`src/rtl/run_ctrl_pkg.sv`:
```
// Shared encodings for the processor run controller: FSM states, host command opcodes
// and the default halt instruction (ebreak).
package run_ctrl_pkg;

   typedef enum logic [2:0] {
      ST_IDLE     = 3'd0,
      ST_LOAD     = 3'd1,
      ST_CORE_RST = 3'd2,
      ST_RUN      = 3'd3,
      ST_STEP     = 3'd4,
      ST_HALTED   = 3'd5
   } state_t;

   typedef enum logic [1:0] {
      OP_LOAD = 2'd0,
      OP_RUN  = 2'd1,
      OP_STEP = 2'd2,
      OP_HALT = 2'd3
   } cmd_op_t;

   localparam logic [31:0] DEFAULT_HALT_INSTRUCTION = 32'h00100073;

endpackage

```
`src/rtl/run_ctrl_loader.sv`:
```
// Program-image loader: writes each accepted beat straight to instruction memory (zero latency).
// load_ready follows the LOAD state only; an overflowing beat ends the image and raises a sticky error.
module run_ctrl_loader
   import run_ctrl_pkg::*;
#(
   parameter int IMEM_ADDR_WIDTH = 8
) (
   input  logic                       clock,
   input  logic                       reset,
   input  logic                       start,
   input  logic                       active,
   input  logic                       load_valid,
   input  logic [31:0]                load_data,
   input  logic                       load_last,
   output logic                       load_ready,
   output logic                       load_error,
   output logic                       done,
   output logic                       imem_we,
   output logic [IMEM_ADDR_WIDTH-1:0] imem_addr,
   output logic [31:0]                imem_wdata
);

   logic [IMEM_ADDR_WIDTH-1:0] pointer;
   logic                       beat;
   logic                       at_max;

   assign load_ready = active;
   assign beat       = active && load_valid;
   assign at_max     = (pointer == {IMEM_ADDR_WIDTH{1'b1}});
   assign done       = beat && (load_last || at_max);

   assign imem_we    = beat;
   assign imem_addr  = active ? pointer : '0;
   assign imem_wdata = load_data;

   // Pointer wraps naturally at the top of memory; the wrap itself is what flags overflow.
   always_ff @(posedge clock or negedge reset) begin
      if (!reset) begin
         pointer    <= '0;
         load_error <= 1'b0;
      end else if (start) begin
         pointer    <= '0;
         load_error <= 1'b0;
      end else if (beat) begin
         pointer <= pointer + {{(IMEM_ADDR_WIDTH-1){1'b0}}, 1'b1};
         if (at_max && !load_last) begin
            load_error <= 1'b1;
         end
      end
   end

endmodule

```
`src/rtl/processor_run_controller.sv`:
```
// Run controller for the single-cycle core: image load, core reset, run/step/halt, cycle counting.
// Optional breakpoint ports under RUN_CTRL_BREAKPOINT_EN; halt gating of core_enable is combinational.
module processor_run_controller
   import run_ctrl_pkg::*;
#(
   parameter int          IMEM_ADDR_WIDTH   = 8,
   parameter int          CYCLE_COUNT_WIDTH = 32,
   parameter logic [31:0] HALT_INSTRUCTION  = DEFAULT_HALT_INSTRUCTION
) (
   input  logic                         clock,
   input  logic                         reset,
   input  logic                         cmd_valid,
   input  logic [1:0]                   cmd_op,
   output logic                         cmd_ready,
   output logic                         cmd_error,
   input  logic                         load_valid,
   input  logic [31:0]                  load_data,
   input  logic                         load_last,
   output logic                         load_ready,
   output logic                         load_error,
   output logic                         imem_we,
   output logic [IMEM_ADDR_WIDTH-1:0]   imem_addr,
   output logic [31:0]                  imem_wdata,
   output logic                         core_reset,
   output logic                         core_enable,
   input  logic [31:0]                  core_instruction,
`ifdef RUN_CTRL_BREAKPOINT_EN
   input  logic [31:0]                  breakpoint_pc,
   input  logic                         breakpoint_valid,
   input  logic [31:0]                  core_pc,
`endif
   input  logic [CYCLE_COUNT_WIDTH-1:0] cycle_limit,
   output logic [CYCLE_COUNT_WIDTH-1:0] cycle_count,
   output logic [2:0]                   state,
   output logic                         halted_by_instr
);

   localparam logic [CYCLE_COUNT_WIDTH-1:0] COUNT_ONE = {{(CYCLE_COUNT_WIDTH-1){1'b0}}, 1'b1};

   state_t                       state_q, state_d;
   logic                         cmd_error_d;
   logic                         cmd_accept;
   logic                         load_start;
   logic                         load_done;
   logic                         halt_match;
   logic                         bp_hit;
   logic                         limit_hit;
   logic [CYCLE_COUNT_WIDTH-1:0] count_inc;

   assign state      = state_q;
   assign halt_match = (core_instruction == HALT_INSTRUCTION);
   assign cmd_ready  = state_q inside {ST_IDLE, ST_RUN, ST_HALTED};
   assign cmd_accept = cmd_valid && cmd_ready;
   assign core_reset = state_q inside {ST_IDLE, ST_LOAD, ST_CORE_RST};

`ifdef RUN_CTRL_BREAKPOINT_EN
   assign bp_hit = breakpoint_valid && (core_pc == breakpoint_pc);
`else
   assign bp_hit = 1'b0;
`endif

   // STEP deliberately ignores the breakpoint so a breakpointed instruction can be stepped past.
   always_comb begin
      core_enable = 1'b0;
      case (state_q)
         ST_RUN:  core_enable = !halt_match && !bp_hit;
         ST_STEP: core_enable = !halt_match;
         default: core_enable = 1'b0;
      endcase
   end

   assign count_inc = (&cycle_count) ? cycle_count : cycle_count + COUNT_ONE;
   assign limit_hit = core_enable && (cycle_limit != '0) && (count_inc == cycle_limit);

   always_comb begin
      state_d     = state_q;
      cmd_error_d = 1'b0;
      load_start  = 1'b0;
      case (state_q)
         ST_IDLE: begin
            if (cmd_accept) begin
               case (cmd_op_t'(cmd_op))
                  OP_LOAD: begin
                     state_d    = ST_LOAD;
                     load_start = 1'b1;
                  end
                  OP_RUN:  state_d = ST_CORE_RST;
                  default: cmd_error_d = 1'b1;
               endcase
            end
         end
         ST_LOAD: begin
            if (load_done) state_d = ST_IDLE;
         end
         ST_CORE_RST: state_d = ST_RUN;
         ST_RUN: begin
            if (halt_match || limit_hit || bp_hit) state_d = ST_HALTED;
            if (cmd_accept) begin
               if (cmd_op_t'(cmd_op) == OP_HALT) state_d = ST_HALTED;
               else cmd_error_d = 1'b1;
            end
         end
         ST_STEP: state_d = ST_HALTED;
         ST_HALTED: begin
            if (cmd_accept) begin
               case (cmd_op_t'(cmd_op))
                  OP_LOAD: begin
                     state_d    = ST_LOAD;
                     load_start = 1'b1;
                  end
                  OP_RUN:  state_d = ST_RUN;
                  OP_STEP: state_d = ST_STEP;
                  default: cmd_error_d = 1'b1;
               endcase
            end
         end
         default: state_d = ST_IDLE;
      endcase
   end

   always_ff @(posedge clock or negedge reset) begin
      if (!reset) begin
         state_q         <= ST_IDLE;
         cmd_error       <= 1'b0;
         cycle_count     <= '0;
         halted_by_instr <= 1'b0;
      end else begin
         state_q   <= state_d;
         cmd_error <= cmd_error_d;
         if (state_q == ST_CORE_RST) begin
            cycle_count     <= '0;
            halted_by_instr <= 1'b0;
         end else begin
            if (core_enable) cycle_count <= count_inc;
            if ((state_q == ST_RUN || state_q == ST_STEP) && halt_match) halted_by_instr <= 1'b1;
         end
      end
   end

   run_ctrl_loader #(
      .IMEM_ADDR_WIDTH (IMEM_ADDR_WIDTH)
   ) u_loader (
      .clock      (clock),
      .reset      (reset),
      .start      (load_start),
      .active     (state_q == ST_LOAD),
      .load_valid (load_valid),
      .load_data  (load_data),
      .load_last  (load_last),
      .load_ready (load_ready),
      .load_error (load_error),
      .done       (load_done),
      .imem_we    (imem_we),
      .imem_addr  (imem_addr),
      .imem_wdata (imem_wdata)
   );

endmodule

```
`config.mk`:
```
export PLATFORM = sky130hd
export DESIGN_NAME = processor_run_controller
export DESIGN_NICKNAME = d
export VERILOG_FILES = /design/src/rtl/run_ctrl_pkg.sv /design/src/rtl/run_ctrl_loader.sv /design/src/rtl/processor_run_controller.sv
export SDC_FILE = /design/constraint.sdc
export NUM_CORES = 1
export LEC_CHECK = 0
export ABC_AREA = 1
export CORE_ASPECT_RATIO = 0.75
export CORE_MARGIN = 4
export CORE_UTILIZATION = 44
export DETAILED_ROUTE_END_ITERATION = 10
export GPL_ROUTABILITY_DRIVEN = 1
export PLACE_DENSITY_LB_ADDON = 0.3
export RECOVER_POWER = 100
export SETUP_SLACK_MARGIN = 0.5
export SYNTH_ARGS = -nofsm -noshare
export SYNTH_HDL_FRONTEND = slang
export SYNTH_SLANG_ARGS = --single-unit
```
`constraint.sdc`:
```
create_clock -name clock -period 2.5 [get_ports clock]
set_input_delay 0.5 -clock clock [delete_from_list [all_inputs] [get_ports clock]]
set_output_delay 0.5 -clock clock [all_outputs]
set_load 0.02 [all_outputs]
```
==> impl_metrics.env, run 1 <==
export IMPL_grt_antenna_before_repair=0
export IMPL_max_cap_viol_count=0
export IMPL_path_class="reg2reg"
export IMPL_core_area_um2=9660
export IMPL_overflow=0
export IMPL_ctsHtreeMaxLevel=2
export IMPL_yosys_register_bits=46
export IMPL_initial_core_util_pct=45.2
export IMPL_timing_max_slew_rel_slack_pct=21.6
export IMPL_critical_path_max_fanout=5
export IMPL_rr_startpoint="cycle_count[0]"
export IMPL_postRouteAntennaNets=0
export IMPL_io_pins=186
export IMPL_tritoncts_clock_tree="built"
export IMPL_first_global_vias=5361
export IMPL_clk_path_buf_depth=2
export IMPL_grt_use_total_pct=31.4
export IMPL_detail_route_iter0_violations=665
export IMPL_stdcell_area_um2=7320
export IMPL_part_of_the_yosys_area_used_for_sequential_elements_pct=26.3
export IMPL_skew_ps=14.0
export IMPL_clkSlewWorstSetupHoldPaths_ps=80
export IMPL_critPathCaptureType="register"
export IMPL_r2r_slack_ps=30
export IMPL_tritoncts_num_buffers=5
export IMPL_routabilityCongestion=0.915
export IMPL_chipWidth_um=123
export IMPL_synthesis_nets=847
export IMPL_cp_top_family="simple AND/OR/NAND/NOR gates"
export IMPL_clock_latency_ps=300
export IMPL_wire_per_inst_um=18.3
export IMPL_hold_path_class="in2async"
export IMPL_rr_worst_depth=20
export IMPL_diodes=0
export IMPL_period_minus_slack_ps=2470
export IMPL_setup_violations_final=0
export IMPL_cts_sinks=46
export IMPL_wirelength_um=19900
export IMPL_num_nets_final=1061
export IMPL_worst_pin_slew_ps=1180
export IMPL_most_common_layout_cells="sky130_fd_sc_hd__nand2_1, sky130_fd_sc_hd__buf_4, sky130_fd_sc_hd__inv_1"
export IMPL_cpMostUsedCell="sky130_fd_sc_hd__nand2_1"
export IMPL_final_layout_size_suffix_gt1_share_pct=29.1
export IMPL_final_fill_count=724
export IMPL_chipHeight_um=94.3
export IMPL_worst_path_buffer_plus_inverter_count=1
export IMPL_reg2reg_to="state[2]"
export IMPL_cellLeakagePower_nw=3.64
export IMPL_critPathMaxStageDelay_ps=400
export IMPL_synth_avg_cell_area_um2=5.93
export IMPL_timing_final_max_slew_violations=0
export IMPL_status="finished, final reports clean"
export IMPL_worst_endpoint_required_ps=2740
export IMPL_synthesis_instances=737
export IMPL_port_buffers=121
export IMPL_fmaxAchievable_ghz=0.406
export IMPL_synth_cell_type_count=34
export IMPL_area_growth_syn_to_layout_pct=67.4
export IMPL_dr_pass1_iters=5
export IMPL_cts_root_buffer="sky130_fd_sc_hd__clkbuf_16"
export IMPL_cp_cell_sequence="ha_4 > nand2_4 > nor2_4 > nand2_4 > nor2_8 > buf_4 > nand3_1 > nand3_1 > nand2_1 > nor2_1 > nand2_1 > nor2_1 > nand2_1 > nor2_1 > nand2_2 > nand3_2 > nand2_1 > nand2_1 > nand2_1 > nand2_1"
export IMPL_vias=5860
export IMPL_dieArea_um2=11600
export IMPL_report_final_hold_viol_count=0
export IMPL_syn_cell_area_um2=4370
export IMPL_final_common_cell="sky130_fd_sc_hd__nand2_1"
export IMPL_report_power_total_w=0.00374
export IMPL_power_per_cell_area_nw_per_um2=512
export IMPL_cpMaxStageDelayCell="sky130_fd_sc_hd__dfrtp_2"
export IMPL_yosys_warnings=0
export IMPL_timing_critical_path_arrival_ps=2700
export IMPL_timing_final_crit_share_pct=98.6
export IMPL_wire_length_of_the_first_global_routing_pass_um=27900
export IMPL_dp_hpwl_um=14100
export IMPL_worstSetupStartpointType="register"
export IMPL_rows=31
export IMPL_route_detailed_vias_per_inst=5.41
export IMPL_max_vdd_ir_drop_uv=505
export IMPL_rsz0062_at_grt="yes"
export IMPL_dpl_instance_area_um2=6220
export IMPL_drt_drc_violations_left=0
export IMPL_grt_max_degree=29
## state kept, by name (all words and copies together) (netlist names)
signal and count:
cycle_count 32, halted_by_instr 1, state 3, u_loader.load_error 1
cmd_error 1, u_loader.pointer 8
## metrics by stage
stage,instances,utilization [%],TNS (ps),hold WS [ps],setup WS (ps)
CTS,1061,69.7,0,175,131
detailed placement,1039,64.4,-485,452,-167
global route,1084,75.7,-66.7,472,-66.7
global placement,1039,64.4,-413,441,-159
floorplan,737,-,0,204,317
finish,1084,75.7,0,418,34.8
## cell type report
type	count	area [um^2]	share of cell area (%)
clock inverter	3	68.8	0.941
clock buffer	5	125	1.71
multi-input combinational	548	3020	41.2
timing repair buffer	250	2400	32.8
inverter	100	383	5.23
tap	132	165	2.26
sequential	46	1160	15.9
## power by group
| part | switching (W) | internal, W | total, W | leakage, nW |
|---|---|---|---|---|
| Clock | 0.000335 | 0.000576 | 0.000911 | 0.0940 |
| Sequential | 0.0000614 | 0.000826 | 0.000887 | 0.623 |
| Combinational | 0.00110 | 0.000848 | 0.00195 | 2.92 |
| Total | 0.00149 | 0.00225 | 0.00374 | 3.64 |
## cells in the mapped netlist
library cell | number | share of area, %
sky130_fd_sc_hd__nor2_2 | 5 | 0.72
sky130_fd_sc_hd__a31oi_1 | 1 | 0.14
sky130_fd_sc_hd__a32o_1 | 1 | 0.23
sky130_fd_sc_hd__nor2_8 | 1 | 0.46
sky130_fd_sc_hd__clkbuf_1 | 4 | 0.34
sky130_fd_sc_hd__o22ai_1 | 8 | 1.1
sky130_fd_sc_hd__inv_1 | 97 | 8.3
sky130_fd_sc_hd__dfrtp_1 | 46 | 26
sky130_fd_sc_hd__buf_2 | 3 | 0.34
sky130_fd_sc_hd__xnor2_1 | 1 | 0.20
sky130_fd_sc_hd__o21ai_1 | 1 | 0.11
sky130_fd_sc_hd__nand3b_1 | 1 | 0.17
sky130_fd_sc_hd__nand2_2 | 5 | 0.72
sky130_fd_sc_hd__o21ai_0 | 30 | 3.4
sky130_fd_sc_hd__nand2_1 | 243 | 21
sky130_fd_sc_hd__a21oi_1 | 9 | 1.0
sky130_fd_sc_hd__nand3_1 | 75 | 8.6
sky130_fd_sc_hd__ha_1 | 7 | 2.0
sky130_fd_sc_hd__xor2_2 | 1 | 0.37
sky130_fd_sc_hd__xor2_1 | 13 | 2.6
sky130_fd_sc_hd__nor4_2 | 1 | 0.29
sky130_fd_sc_hd__nor2_4 | 4 | 1.0
sky130_fd_sc_hd__inv_2 | 2 | 0.17
sky130_fd_sc_hd__clkinv_1 | 1 | 0.086
sky130_fd_sc_hd__a221oi_1 | 2 | 0.40
sky130_fd_sc_hd__buf_1 | 1 | 0.086
sky130_fd_sc_hd__nand4_1 | 13 | 1.9
sky130_fd_sc_hd__buf_6 | 1 | 0.26
sky130_fd_sc_hd__nor3_1 | 7 | 0.80
sky130_fd_sc_hd__nand3_2 | 1 | 0.23
sky130_fd_sc_hd__nor2_1 | 114 | 9.8
sky130_fd_sc_hd__buf_4 | 34 | 5.8
sky130_fd_sc_hd__a2111oi_0 | 1 | 0.20
sky130_fd_sc_hd__nand2_4 | 3 | 0.77
## kinds of logic (layout without fill, tap and decap cells)
| kind of cell | after synthesis | after routing | synth area share [%] |
|---|---|---|---|
| simple gates | 473 | 473 | 46.3 |
| buf+inv | 143 | 358 | 15.5 |
| compound gates | 53 | 53 | 6.70 |
| flops | 46 | 46 | 26.3 |
| xor+xnor | 15 | 15 | 3.18 |
| fa+ha+maj | 7 | 7 | 2.00 |
## layer usage
layer / global-route usage [%] / up-vias / share of wire, %
li1: - / 2717 / -
met1: 45.1 / 2719 / 41
met2: 47.7 / 363 / 44
met3: 6.50 / 61 / 11
met4: 8.85 / 0 / 3.1
met5: 0 / - / 0
## worst max path at each step
stage	slack, ps	depth (start not counted)	to	startpoint
floorplan	320	21	state[2]	cycle_count[0]
global placement	-160	9	core_enable	core_instruction[1]
detailed placement	-170	9	core_enable	core_instruction[1]
CTS	130	20	state[2]	cycle_count[0]
global route	-70	20	state[2]	cycle_count[0]
finish	30	20	state[2]	cycle_count[0]
## what timing repair did
action,in CTS,in global routing
buffers inserted,13,20
gates resized for setup,87,146
hold buffers,0,0
gates cloned,1,3
endpoints found under the setup margin,42,42
pin swaps,20,37
hold endpoints to repair,0,0
Power figures use the tool's default switching activity.
==> run 2: changes to the inputs <==
Settings changed: MAX_ROUTING_LAYER from default to met4.
==> run 2 against run 1 <==
Compared with the run above: wire length shrank 5.3%; die area stayed put; critical path depth is 1 lower; global-route usage grew 0.53 points; count of clock-buffer cells in the layout unchanged; combinational power is 9.7% lower; first-iteration DRC count decreased by 7.8%.
==> impl_metrics.env, run 2 (synthesized netlist as in run 1, its figures left out) <==
export IMPL_power_switching_share_pct=41.7
export IMPL_critical_path_max_fanout=8
export IMPL_clkSlewWorstSetupHoldPaths_ps=70
export IMPL_tritoncts_num_buffers=5
export IMPL_postCtsHoldBufs=0
export IMPL_io_pins=186
export IMPL_final_core_util_pct=72.7
export IMPL_fmaxAchievable_ghz=0.414
export IMPL_p_int_w=0.00200
export IMPL_report_power_total_w=0.00343
export IMPL_route_detailed_vias_per_inst=5.38
export IMPL_area_growth_syn_to_layout_pct=60.7
export IMPL_grt_antenna_before_repair=0
export IMPL_clk_path_buf_depth=2
export IMPL_skew_ps=3.37
export IMPL_wire_per_inst_um=17.7
export IMPL_num_nets_final=1042
export IMPL_cts_sinks=46
export IMPL_dieArea_um2=11600
export IMPL_placedCellCount=1034
export IMPL_timing_final_crit_share_pct=96.7
export IMPL_setup_violations_final=0
export IMPL_clock_latency_ps=300
export IMPL_regMostFlops="cycle_count"
export IMPL_power_frac_clock_pct=23.0
export IMPL_wirelength_um=18800
export IMPL_rsz0062_at_grt="yes"
export IMPL_worstSetupStartpointType="register"
export IMPL_sequentialPowerShare_pct=25.8
export IMPL_max_vdd_ir_drop_uv=558
export IMPL_final_common_cell="sky130_fd_sc_hd__nand2_1"
export IMPL_worst_case_setup_margin_in_the_final_layout_ps=83.6
export IMPL_core_area_um2=9660
export IMPL_detail_route_iter0_violations=613
export IMPL_power_per_cell_area_nw_per_um2=489
export IMPL_tritoncts_clock_tree="built"
export IMPL_chipWidth_um=123
export IMPL_ctsHtreeMaxLevel=2
export IMPL_worst_endpoint_required_ps=2740
export IMPL_drt_drc_violations_left=0
export IMPL_stdcell_area_um2=7020
export IMPL_timing_max_slew_rel_slack_pct=24.8
export IMPL_comb_power_share_pct=51.2
export IMPL_rows=31
export IMPL_most_common_layout_cells="sky130_fd_sc_hd__nand2_1, sky130_fd_sc_hd__buf_4, sky130_fd_sc_hd__inv_1"
export IMPL_first_global_vias=5329
export IMPL_diodes=0
export IMPL_port_buffers=121
export IMPL_status="finished, final reports clean"
export IMPL_wire_length_of_the_first_global_routing_pass_um=27600
export IMPL_chipHeight_um=94.3
export IMPL_power_switching_w=0.00143
export IMPL_cts_root_buffer="sky130_fd_sc_hd__clkbuf_16"
export IMPL_routabilityCongestion=0.946
export IMPL_timing_critical_path_arrival_ps=2650
export IMPL_worst_pin_slew_ps=1130
export IMPL_timing_final_max_slew_violations=0
export IMPL_dr_pass1_iters=5
export IMPL_initial_core_util_pct=45.2
export IMPL_period_minus_slack_ps=2420
export IMPL_flip_flop_count_of_the_largest_register_after_layout=32
export IMPL_report_final_hold_viol_count=0
export IMPL_postRouteAntennaNets=0
export IMPL_overflow=0
export IMPL_max_cap_viol_count=0
export IMPL_critPathCaptureType="register"
export IMPL_grt_use_total_pct=31.9
export IMPL_path_class="reg2reg"
export IMPL_dpl_instance_area_um2=6180
export IMPL_hold_path_class="in2async"
export IMPL_final_layout_size_suffix_gt1_share_pct=25.9
export IMPL_final_fill_count=784
export IMPL_dpl_worst_slack_ps=-146
export IMPL_grt_max_degree=27
export IMPL_vias=5729
export IMPL_final_instance_count_excl_fill=1065
export IMPL_cellLeakagePower_nw=3.50
export IMPL_dp_hpwl_um=14000
[run 2: worst max-delay path: stages, from the launching register on]
cell and delay (ps):
sky130_fd_sc_hd__dfrtp_2 390, sky130_fd_sc_hd__ha_4 190, sky130_fd_sc_hd__nand2_4 60, sky130_fd_sc_hd__nor2_4 150, sky130_fd_sc_hd__nand2_4 100, sky130_fd_sc_hd__nor2_8 170, sky130_fd_sc_hd__nand2_8 110, sky130_fd_sc_hd__buf_12 160
sky130_fd_sc_hd__nand2_8 60, sky130_fd_sc_hd__xor2_4 200, sky130_fd_sc_hd__nand3_2 100, sky130_fd_sc_hd__nor2_1 100, sky130_fd_sc_hd__nand2_1 60, sky130_fd_sc_hd__nor2_2 130, sky130_fd_sc_hd__nand2_1 90, sky130_fd_sc_hd__nand3_1 80
sky130_fd_sc_hd__nand2_1 50, sky130_fd_sc_hd__nand2_1 50, sky130_fd_sc_hd__nand2_1 40, sky130_fd_sc_hd__nand2_1 60
[run 2: per-stage QoR]
step | setup TNS (ps) | hold slack, ps
after floorplan | 0 | 204
after global placement | -263 | 436
after detailed placement | -240 | 435
after CTS | 0 | 125
after global routing | -96.1 | 348
final | 0 | 297
[run 2: repair_timing]
action                                  CTS  global route
gates cloned                              1             0
buffers inserted                         15             7
resized for setup                        97           128
endpoints found under the setup margin   43            44
pin swaps                                19            29
[run 2: cell type report]
type / count / area, um^2 / share of cell area [%]
tap: 132 / 165 / 2.35
sequential: 46 / 1160 / 16.5
multi-input combinational: 548 / 2980 / 42.4
clock buffer: 5 / 125 / 1.78
timing repair buffer: 231 / 2170 / 30.9
inverter: 100 / 385 / 5.49
clock inverter: 3 / 40.0 / 0.570
[run 2: worst paths after layout]
path / start / endpoint / slack (ps) / cells after the start
setup / recovery: cycle_count[0] / state[2] / 80 / 19
hold reg to reg: u_loader.pointer[7] / u_loader.pointer[7] / 500 / 1
min in group clock: u_loader.pointer[7] / u_loader.pointer[7] / 500 / 1
max in group asynchronous: reset / cycle_count[8] / 610 / 2
hold / removal: reset / cycle_count[25] / 300 / 1
setup reg to reg: cycle_count[0] / state[2] / 80 / 19
[run 2: power by group through the flow]
stage / Clock [W] / Sequential, W / Combinational, W
after floorplan: 0 / 0.000950 / 0.000725
after global placement: 0 / 0.000898 / 0.00134
after detailed placement: 0 / 0.000901 / 0.00135
after CTS: 0.000781 / 0.000890 / 0.00148
after global routing: 0.000826 / 0.000895 / 0.00185
final: 0.000789 / 0.000884 / 0.00176
[run 2: layer usage]
metal  part of all wire (%)  vias up  GRT usage [%]
met4                    2.7        0           8.66
met1                     42     2660           43.9
met5                      0        -              -
met3                     11       60           7.22
li1                       -     2679              -
met2                     44      330           47.5
